File: src/rtl/pc_fetch_unit.sv
// Program-counter and instruction-fetch stage.
// Keeps the PC and issues one instruction-memory request at a time over a
// req/ack handshake. Each fetched word is presented to decode with the
// address it came from. Branch and jump redirects move the PC. A redirect
// that arrives while a request is outstanding is stored until the ack
// arrives, so the address on the memory bus stays stable.
module pc_fetch_unit #(
    parameter int                ADDR_W   = 32,
    parameter logic [ADDR_W-1:0] RESET_PC = '0,
    parameter int                INC      = 4
) (
    input  logic              Clk,
    input  logic              Rst_n,
    input  logic              BranchTaken,
    input  logic [ADDR_W-1:0] BranchTarget,
    input  logic              Jump,
    input  logic [ADDR_W-1:0] JumpTarget,
    input  logic              Stall,
    output logic              IMemReq,
    output logic [ADDR_W-1:0] IMemAddr,
    input  logic              IMemAck,
    input  logic [31:0]       IMemRdata,
    output logic              InstrValid,
    output logic [31:0]       Instr,
    output logic [ADDR_W-1:0] InstrPC,
    output logic [ADDR_W-1:0] PC
);

    typedef enum logic [1:0] {
        BOOT  = 2'd0,
        REQ   = 2'd1,
        DELIV = 2'd2
    } state_e;

    localparam logic [ADDR_W-1:0] INC_V = ADDR_W'(INC);

    state_e            state_q, state_d;
    logic [ADDR_W-1:0] pc_q, pc_d;
    logic              req_q, req_d;
    logic [31:0]       instr_q, instr_d;
    logic [ADDR_W-1:0] instr_pc_q, instr_pc_d;
    logic              valid_q, valid_d;
    logic              pend_q, pend_d;
    logic [ADDR_W-1:0] pend_tgt_q, pend_tgt_d;

    logic              redirect;
    logic [ADDR_W-1:0] target_raw;
    logic [ADDR_W-1:0] target;

    // Select the redirect target (branch beats jump) and word-align it.
    always_comb begin
        redirect   = BranchTaken | Jump;
        target_raw = BranchTaken ? BranchTarget : JumpTarget;
        target     = {target_raw[ADDR_W-1:2], 2'b00};
    end

    // Compute the next state of the fetch FSM and all registered outputs.
    always_comb begin
        state_d    = state_q;
        pc_d       = pc_q;
        req_d      = req_q;
        instr_d    = instr_q;
        instr_pc_d = instr_pc_q;
        valid_d    = valid_q;
        pend_d     = pend_q;
        pend_tgt_d = pend_tgt_q;
        case (state_q)
            BOOT: begin
                state_d = REQ;
                req_d   = 1'b1;
            end
            REQ: begin
                if (IMemAck) begin
                    if (redirect) begin
                        // The returned word is on the wrong path. Refetch
                        // from this cycle's target.
                        pc_d   = target;
                        pend_d = 1'b0;
                    end else if (pend_q) begin
                        pc_d   = pend_tgt_q;
                        pend_d = 1'b0;
                    end else begin
                        instr_d    = IMemRdata;
                        instr_pc_d = pc_q;
                        pc_d       = pc_q + INC_V;
                        valid_d    = 1'b1;
                        req_d      = 1'b0;
                        state_d    = DELIV;
                    end
                end else if (redirect) begin
                    // The address must not move mid-request. Store the target
                    // and apply it when the ack arrives.
                    pend_d     = 1'b1;
                    pend_tgt_d = target;
                end
            end
            DELIV: begin
                if (redirect) begin
                    valid_d = 1'b0;
                    pc_d    = target;
                    req_d   = 1'b1;
                    state_d = REQ;
                end else if (!Stall) begin
                    valid_d = 1'b0;
                    req_d   = 1'b1;
                    state_d = REQ;
                end
            end
            default: begin
                state_d = BOOT;
                req_d   = 1'b0;
                valid_d = 1'b0;
            end
        endcase
    end

    // State and output registers. An asynchronous reset abandons any request.
    always_ff @(posedge Clk or negedge Rst_n) begin
        if (!Rst_n) begin
            state_q    <= BOOT;
            pc_q       <= RESET_PC;
            req_q      <= 1'b0;
            instr_q    <= '0;
            instr_pc_q <= '0;
            valid_q    <= 1'b0;
            pend_q     <= 1'b0;
            pend_tgt_q <= '0;
        end else begin
            state_q    <= state_d;
            pc_q       <= pc_d;
            req_q      <= req_d;
            instr_q    <= instr_d;
            instr_pc_q <= instr_pc_d;
            valid_q    <= valid_d;
            pend_q     <= pend_d;
            pend_tgt_q <= pend_tgt_d;
        end
    end

    // The memory address is always the PC.
    always_comb begin
        IMemReq    = req_q;
        IMemAddr   = pc_q;
        InstrValid = valid_q;
        Instr      = instr_q;
        InstrPC    = instr_pc_q;
        PC         = pc_q;
    end

endmodule

File: config.mk
export PLATFORM = sky130hd
export DESIGN_NAME = pc_fetch_unit
export DESIGN_NICKNAME = d
export VERILOG_FILES = /design/src/rtl/pc_fetch_unit.sv
export SDC_FILE = /design/constraint.sdc
export NUM_CORES = 1
export LEC_CHECK = 0
export BUFFER_PORTS_ARGS = -buffer_cell sky130_fd_sc_hd__buf_4
export CAP_MARGIN = 20
export CORE_MARGIN = 2
export CORE_UTILIZATION = 54
export DETAILED_ROUTE_END_ITERATION = 7
export PLACE_DENSITY_LB_ADDON = 0.25
export SYNTH_ARGS = -nofsm -noshare
export SYNTH_HDL_FRONTEND = slang
export SYNTH_SLANG_ARGS = --single-unit
File: constraint.sdc
create_clock -name Clk -period 3.7 [get_ports Clk]
set_input_delay 0.555 -clock Clk [delete_from_list [all_inputs] [get_ports Clk]]
set_output_delay 0.555 -clock Clk [all_outputs]
set_load 0.05 [all_outputs]
==> results by group, run 1 <==
Cells and area
  – Ant diodes: 0
  – Commonest non-fill, non-tap cells in the layout: buf_4 (231), dfrtp_1 (127), nor2_1 (71), mux2_2 (64), o21ai_0 (39)
  – Finished Core Util: 0.735
  – Most common cell after layout, fill and taps aside: buf_4
  – # fillers: between 800 and 900
  – Final nets: about 910
  – Area grow syn2layout: 34.2%
  – Share of cells above drive strength 1: 0.410

Floorplanning
  – Core area: between 0.01 and 0.015 sq mm
  – Die Y: 114 um
  – Die Area: around 0.013 sq mm
  – Starting Density: 0.547
  – IO Count: 232
  – Die width: ~110 um
  – FP Rows: 40

Pwr
  – Power density cells: about 1200 mW/mm^2
  – Switching share of power: 0.497
  – Clock network power share: 0.188
  – P_int: around 5100 uW
  – Reg power frac: 0.273
  – Worst IR Drop VDD: between 0.8 and 0.9 mV
  – LEAKAGE: just over 0.004 uW
  – Power share of the combinational group: 0.539
  – Net switching power: 5010 uW

Timing
  – Tightest Pin Transition: around 0.79 ns
  – Slew Limit Headroom: 0.471
  – RSZ-0062 raised after global routing: no
  – Achievable frequency: about 370 MHz
  – Final min period: between 2 and 3 ns
  – Final worst-path cycle share: 0.727
  – Slew Limit Fails: 0
  – Clock Skews: roughly 0.0058 ns
  – Fin worst setup slack: slightly above 1 ns
  – Final hold violation count: 0
  – Endpoints failing setup: 0
  – Setup tns final: 0 ns

Synth
  – Cells after synthesis: ~620
  – Synth area leaders: dfrtp_1 (49%), mux2_2 (11%), mux2i_1 (5.2%)
  – Synthesized area per cell: 10.5 sq um
  – Sequential fraction of the synthesis area: 0.487
  – Synth top area share: 0.487
  – Number of flops mapped to enable cells by yosys: 0
  – Synth Area in Compound Gates: 0.140
  – Mux cell area share after synthesis: 0.163
  – FFs w/ async S/R, synth: 1.00
  – Post-Synth Adder-Cell Area: 0.00959
  – Post-Synth XOR/XNOR Area: 0.0269
  – Largest area contributor in the netlist: dfrtp_1
  – Yosys cell types: 52
  – #FFs+latches synth: ~130
  – Post-Synth Simple-Gate Area: 0.103
  – YS warnings: 0
  – Largest family of logic cells by synthesized area: multiplexers
  – Predominant post-synthesis flop cell: dfrtp_1
  – Mapped Area: 0.00652 sq mm

Setup path
  – CP max stage cell: nor2_1
  – Crit path largest cell delay: 0.68 ns
  – Crit path buffers/inverters: 2
  – Worst Path Required: 4.02 ns
  – Worst Path Arrival: around 3.0 ns
  – WS Path Type: reg -> reg
  – Crit path capture type: register
  – Crit path max-delay family: simple AND/OR/NAND/NOR gates
  – Crit path launch type: register
  – CP Max Fanout: 14
  – Worst-path cell chain: inv_1 -> ha_1 -> nor3_1 -> buf_4 -> nand3_1 -> nor2_1 -> a221oi_1 -> o21ai_0

Hold path
  – Worst min path class: in -> async

Drt
  – Avg Vias per Cell: just under 6
  – WL final: approximately 18,000 um
  – Initial DRC count: approximately 390
  – TritonRoute pass-1 iters: 6
  – Number of remaining DRC errors: 0
  – Via count: around 5,700
  – Drt wl/cell: between 15 and 20 um
  – Post-route antenna net violation count: 0

Clock tree
  – Clk root buf: clkbuf_16
  – CTS tree: built
  – Setup Fix Bufs, Post-CTS: 0
  – Post-cts hold buffer count: 0
  – Clk buf depth: 2
  – Clk sink count: around 130
  – Post-CTS resize count: 0
  – Cts bufs inserted: 17
  – H-tree depth: 4
  – Worst-path clk slew: about 0.060 ns
  – Worst-Skew Late Latency: around 0.42 ns

Global route
  – GR peak layer: met2
  – Met3 usage: 0.0654
  – Initial antenna violation count: 0
  – Vias in the first global route: 5,715
  – Largest net degree at the start of global routing: between 70 and 80
  – First-pass GRT wire length: approximately 29,000 um
  – Met1 Track Usage GR: 0.355
  – GRT Resource Usage Total: 0.286
  – GRT overflow: 0
  – Met2 Usage GRT: 0.486

Flow run
  – Max Cap Violations: 0

Run status
  – Outcome: finished clean

Placed design
  – Gp weighted congestion: about 0.84
  – Dpl hpwl: roughly 12,000 um
  – Place WS: 0.940 ns
  – Port bufs: between 200 and 250
kinds of logic after synthesis:
kind of cell / Yosys count
AO/OA/AOI/OAI: 142
AND/OR/NAND/NOR: 148
buffers and inverters: 82
adder cells (fa/ha/maj): 5
XOR/XNOR: 20
flip-flops: 127
multiplexers: 98
other: 1
flip-flops by register name, indices dropped and copies added, names as in the netlist:
name	flops
IMemAddr	30
IMemReq	1
Instr	32
InstrPC	30
InstrValid	1
pend_q	1
pend_tgt_q	30
state_q	2
final cells by class:
class / count / area (sq um) / area share
well taps: 147 / 184 / 0.0210
clock inverters: 15 / 243 / 0.0277
flip-flops and latches: 127 / 3180 / 0.363
multi-input cells: 419 / 2940 / 0.335
clock buffers: 17 / 425 / 0.0486
inverters: 9 / 33.8 / 0.00386
repair buffers: 232 / 1750 / 0.200
worst paths after layout:
path	start	endpoint	slack, ns	cells after the start
max	state_q[0]	IMemAddr[16]	1.01	8
min	Rst_n	InstrPC[20]	0.17	1
max reg2reg	state_q[0]	IMemAddr[16]	1.01	8
min reg2reg	IMemReq	IMemReq	0.49	2
max in group asynchronous	Rst_n	IMemAddr[7]	2.66	2
min in group Clk	IMemRdata[17]	Instr[17]	0.36	2
cells in the mapped netlist, types with 3 or more instances:
cell type    n
dfrtp_1    127
nor2_1      72
mux2_2      64
o21ai_0     39
a21oi_1     38
buf_4       36
mux2i_1     34
clkbuf_1    27
nand2_1     21
nand3_1     17
xor2_1      16
a221oi_1    12
nor3_1      10
a22oi_1      9
inv_1        9
nand4_1      9
o22ai_1      7
buf_2        6
nor4_1       6
a31oi_1      5
ha_1         5
a211oi_1     4
o211ai_1     4
xnor2_1      4
a221o_1      3
a22o_1       3
and3_1       3
buf_1        3
o31ai_1      3
or3_1        3
per-stage QoR:
| stage | total power, uW | cell area, sq um | cells | hold WS [ns] |
|---|---|---|---|---|
| floorplan | 6610 | 6540 | 628 | 0.259 |
| global placement | 7970 | 8090 | 934 | 0.480 |
| detailed placement | 8140 | 8090 | 934 | 0.485 |
| CTS | 10100 | 8750 | 966 | 0.193 |
| global route | 10500 | 8750 | 966 | 0.230 |
| finish | 10100 | 8750 | 966 | 0.172 |
layer usage:
metal	vias to the layer above	routed length (um)
met5	-	0
met4	0	334
met3	41	1240
li1	2585	-
met2	262	9370
met1	2801	7540
power groups by stage:
stage | Clock, uW | Sequential [uW] | Combinational (uW)
after floorplan | 0 | 4270 | 2340
after global placement | 0 | 2690 | 5280
after detailed placement | 0 | 2750 | 5390
after CTS | 1910 | 2740 | 5430
after global routing | 1970 | 2840 | 5710
final | 1890 | 2750 | 5430
worst register-to-register path: stages, from the launching register on:
cell and delay [ns]:
dfrtp_1 0.40, inv_1 0.09, ha_1 0.31, nor3_1 0.18, buf_4 0.25, nand3_1 0.36
nor2_1 0.68, a221oi_1 0.17, o21ai_0 0.15
Note: power is estimated with default switching activity, not from simulation.
==> inputs of run 2 (changes only) <==
Settings changed: CORE_UTILIZATION 54 to 45.
Clock period 3.7 ns to 2.3 ns, I/O delays scaled along.
==> run 2 against run 1 <==
Against the previous run:
- power up 62%
- global-route usage down 5.1 points
- sequential power up 60%
- largest power group unchanged
- worst hold slack worse by 0.016 ns
- sequential share of layout area down 0.76 points
==> results by group, run 2 (synthesized netlist as in run 1, its figures left out) <==
Floorplanning
  – Die width: 124 um (was 114 um)
  – Core area: 0.0140 sq mm (was 0.0119 sq mm)
  – Die Area: 0.0155 sq mm (was 0.0130 sq mm)
  – Starting Density: 0.464 (was 0.547)
  – Die Y: 124 um (was 114 um)
  – FP Rows: 43 (was 40)
  – IO Count: 232 (unchanged)

Setup path
  – CP Max Fanout: 8 (was 14)
  – CP max stage cell: or4_4 (was nor2_1)
  – Crit path launch type: register (unchanged)
  – Crit path capture type: register (unchanged)
  – Worst-path cell chain: nand3_1 -> or3_1 -> or4_4 -> o31a_1 -> o311ai_2 (was inv_1 -> ha_1 -> nor3_1 -> buf_4 -> nand3_1 -> nor2_1 -> a221oi_1 -> o21ai_0)
  – Crit path largest cell delay: 0.54 ns (was 0.68 ns)
  – Worst Path Required: 2.61 ns (was 4.02 ns)
  – WS Path Type: reg -> reg (unchanged)
  – Worst Path Arrival: 2.47 ns (was 3.01 ns)

Clock tree
  – Cts bufs inserted: 17 (unchanged)
  – Worst-path clk slew: 0.06 ns (about the same)
  – Clk root buf: clkbuf_16 (unchanged)
  – Clk buf depth: 2 (unchanged)
  – CTS tree: built (unchanged)
  – Clk sink count: 127 (unchanged)
  – H-tree depth: 4 (unchanged)
  – Worst-Skew Late Latency: 0.42 ns (about the same)

Pwr
  – Net switching power: 8020 uW (was 5010 uW)
  – Worst IR Drop VDD: 1.35 mV (was 0.858 mV)
  – Clock network power share: 0.180 (was 0.188)
  – P_int: 8260 uW (was 5070 uW)
  – Power share of the combinational group: 0.550 (was 0.539)
  – LEAKAGE: 0.00415 uW (was 0.00408 uW)
  – Reg power frac: 0.270 (was 0.273)
  – Switching share of power: 0.493 (was 0.497)
  – Power density cells: 1810 mW/mm^2 (was 1150 mW/mm^2)

Cells and area
  – Ant diodes: 0 (unchanged)
  – # fillers: 1,145 (was 863)
  – Commonest non-fill, non-tap cells in the layout: buf_4 (243), dfrtp_1 (112), nor2_1 (70), mux2_2 (64), o21ai_0 (39) (was buf_4 (231), dfrtp_1 (127), nor2_1 (71), mux2_2 (64), o21ai_0 (39))
  – Final Non-Filler Cells: 1,016 (was 966)
  – Share of cells above drive strength 1: 0.446 (was 0.410)
  – Area grow syn2layout: 37.9% (was 34.2%)
  – Final nets: 930 (was 913)
  – Most common cell after layout, fill and taps aside: buf_4 (unchanged)
  – Max FFs per register: 32 (unchanged)
  – Non-Filler Cell Area, Final: 0.00899 sq mm (was 0.00875 sq mm)

Placed design
  – Area after DPL: 0.00833 sq mm (was 0.00809 sq mm)
  – Placed Cells: 983 (was 934)
  – Port bufs: 221 (unchanged)
  – Dpl hpwl: 13,100 um (was 12,400 um)
  – Gp weighted congestion: 0.815 (was 0.844)

Timing
  – Slew Limit Fails: 0 (unchanged)
  – Slew Limit Headroom: 0.596 (was 0.471)
  – RSZ-0062 raised after global routing: no (unchanged)
  – Tightest Pin Transition: 0.605 ns (was 0.793 ns)
  – Achievable frequency: 463 MHz (was 372 MHz)
  – Final worst-path cycle share: 0.939 (was 0.727)
  – Final min period: 2.16 ns (was 2.69 ns)
  – Setup tns final: 0 ns (unchanged)
  – Endpoints failing setup: 0 (unchanged)
  – Clock Skews: 0.00701 ns (was 0.00576 ns)
  – Final hold violation count: 0 (unchanged)

Drt
  – WL final: 18,100 um (was 18,500 um)
  – Number of remaining DRC errors: 0 (unchanged)
  – TritonRoute pass-1 iters: 7 (was 6)
  – Avg Vias per Cell: 5.61 (was 5.89)
  – Post-route antenna net violation count: 0 (unchanged)
  – Via count: 5,701 (was 5,689)
  – Drt wl/cell: 17.8 um (was 19.1 um)
  – Initial DRC count: 401 (was 386)

Global route
  – First-pass GRT wire length: 29,400 um (was 28,600 um)
  – Initial antenna violation count: 0 (unchanged)
  – Vias in the first global route: 5,829 (was 5,715)
  – GRT overflow: 0 (unchanged)
  – GRT Resource Usage Total: 0.235 (was 0.286)
  – Largest net degree at the start of global routing: 63 (was 76)

Hold path
  – Worst min path class: in -> reg (was in -> async)

Flow run
  – Max Cap Violations: 0 (unchanged)

Run status
  – Outcome: finished clean (unchanged)
[run 2: through the flow]
step	util	hold WS [ns]	power, uW	setup WS, ns
final	0.640	0.156	16300	0.141
after global routing	0.640	0.146	17100	0.0700
after CTS	0.640	0.142	16300	0.0677
after detailed placement	0.593	0.383	13300	0.0950
after global placement	0.593	0.378	13100	0.202
after floorplan	-	0.0494	10700	0.00332
[run 2: metal layers]
layer  GRT usage  up-vias  part of all wire
li1            -     2630                 -
met1       0.296     2800              0.42
met2       0.392      244              0.49
met3      0.0498       27             0.061
met4       0.102        0             0.022
met5           0        -                 0
[run 2: power by group through the flow]
stage               registers [uW]  clock network (uW)  logic [uW]
floorplan                     6900                   0        3770
global placement              4330                   0        8770
detailed placement            4410                   0        8940
CTS                           4390                2970        8970
global route                  4560                3070        9440
finish                        4400                2920        8950
[run 2: final timing paths]
path                                 to          start  slack, ns  depth (start not counted)
setup / recovery           IMemAddr[26]   IMemAddr[14]       0.14                          5
hold / removal                Instr[22]  IMemRdata[22]       0.16                          2
setup reg to reg           IMemAddr[26]   IMemAddr[14]       0.14                          5
hold reg to reg                 IMemReq        IMemReq       0.50                          2
max in group asynchronous  IMemAddr[14]          Rst_n       1.18                          3
min in group asynchronous   InstrPC[21]          Rst_n       0.47                          2
[run 2: layout make-up]
cell class / instances / area (sq um) / area share
timing repair buffer: 249 / 1930 / 0.214
multi-input combinational: 419 / 2970 / 0.330
inverter: 9 / 33.8 / 0.00376
tap: 180 / 225 / 0.0250
clock buffer: 17 / 425 / 0.0473
clock inverter: 15 / 218 / 0.0242
sequential: 127 / 3200 / 0.356
[run 2: what timing repair did]
| item | 4_1_cts | 5_1_grt |
|---|---|---|
| hold buffers | 1 | 0 |
| resized for setup | 0 | 3 |
| endpoints found under the setup margin | 0 | 13 |
| endpoints found under the hold margin | 60 | 0 |
| setup buffers | 0 | 0 |
[run 2: critical path, delay by kind of cell, from the launching register on]
family          cells  cell delay, ns
simple gates        3            1.12
compound gates      2            0.48
flops               1            0.46
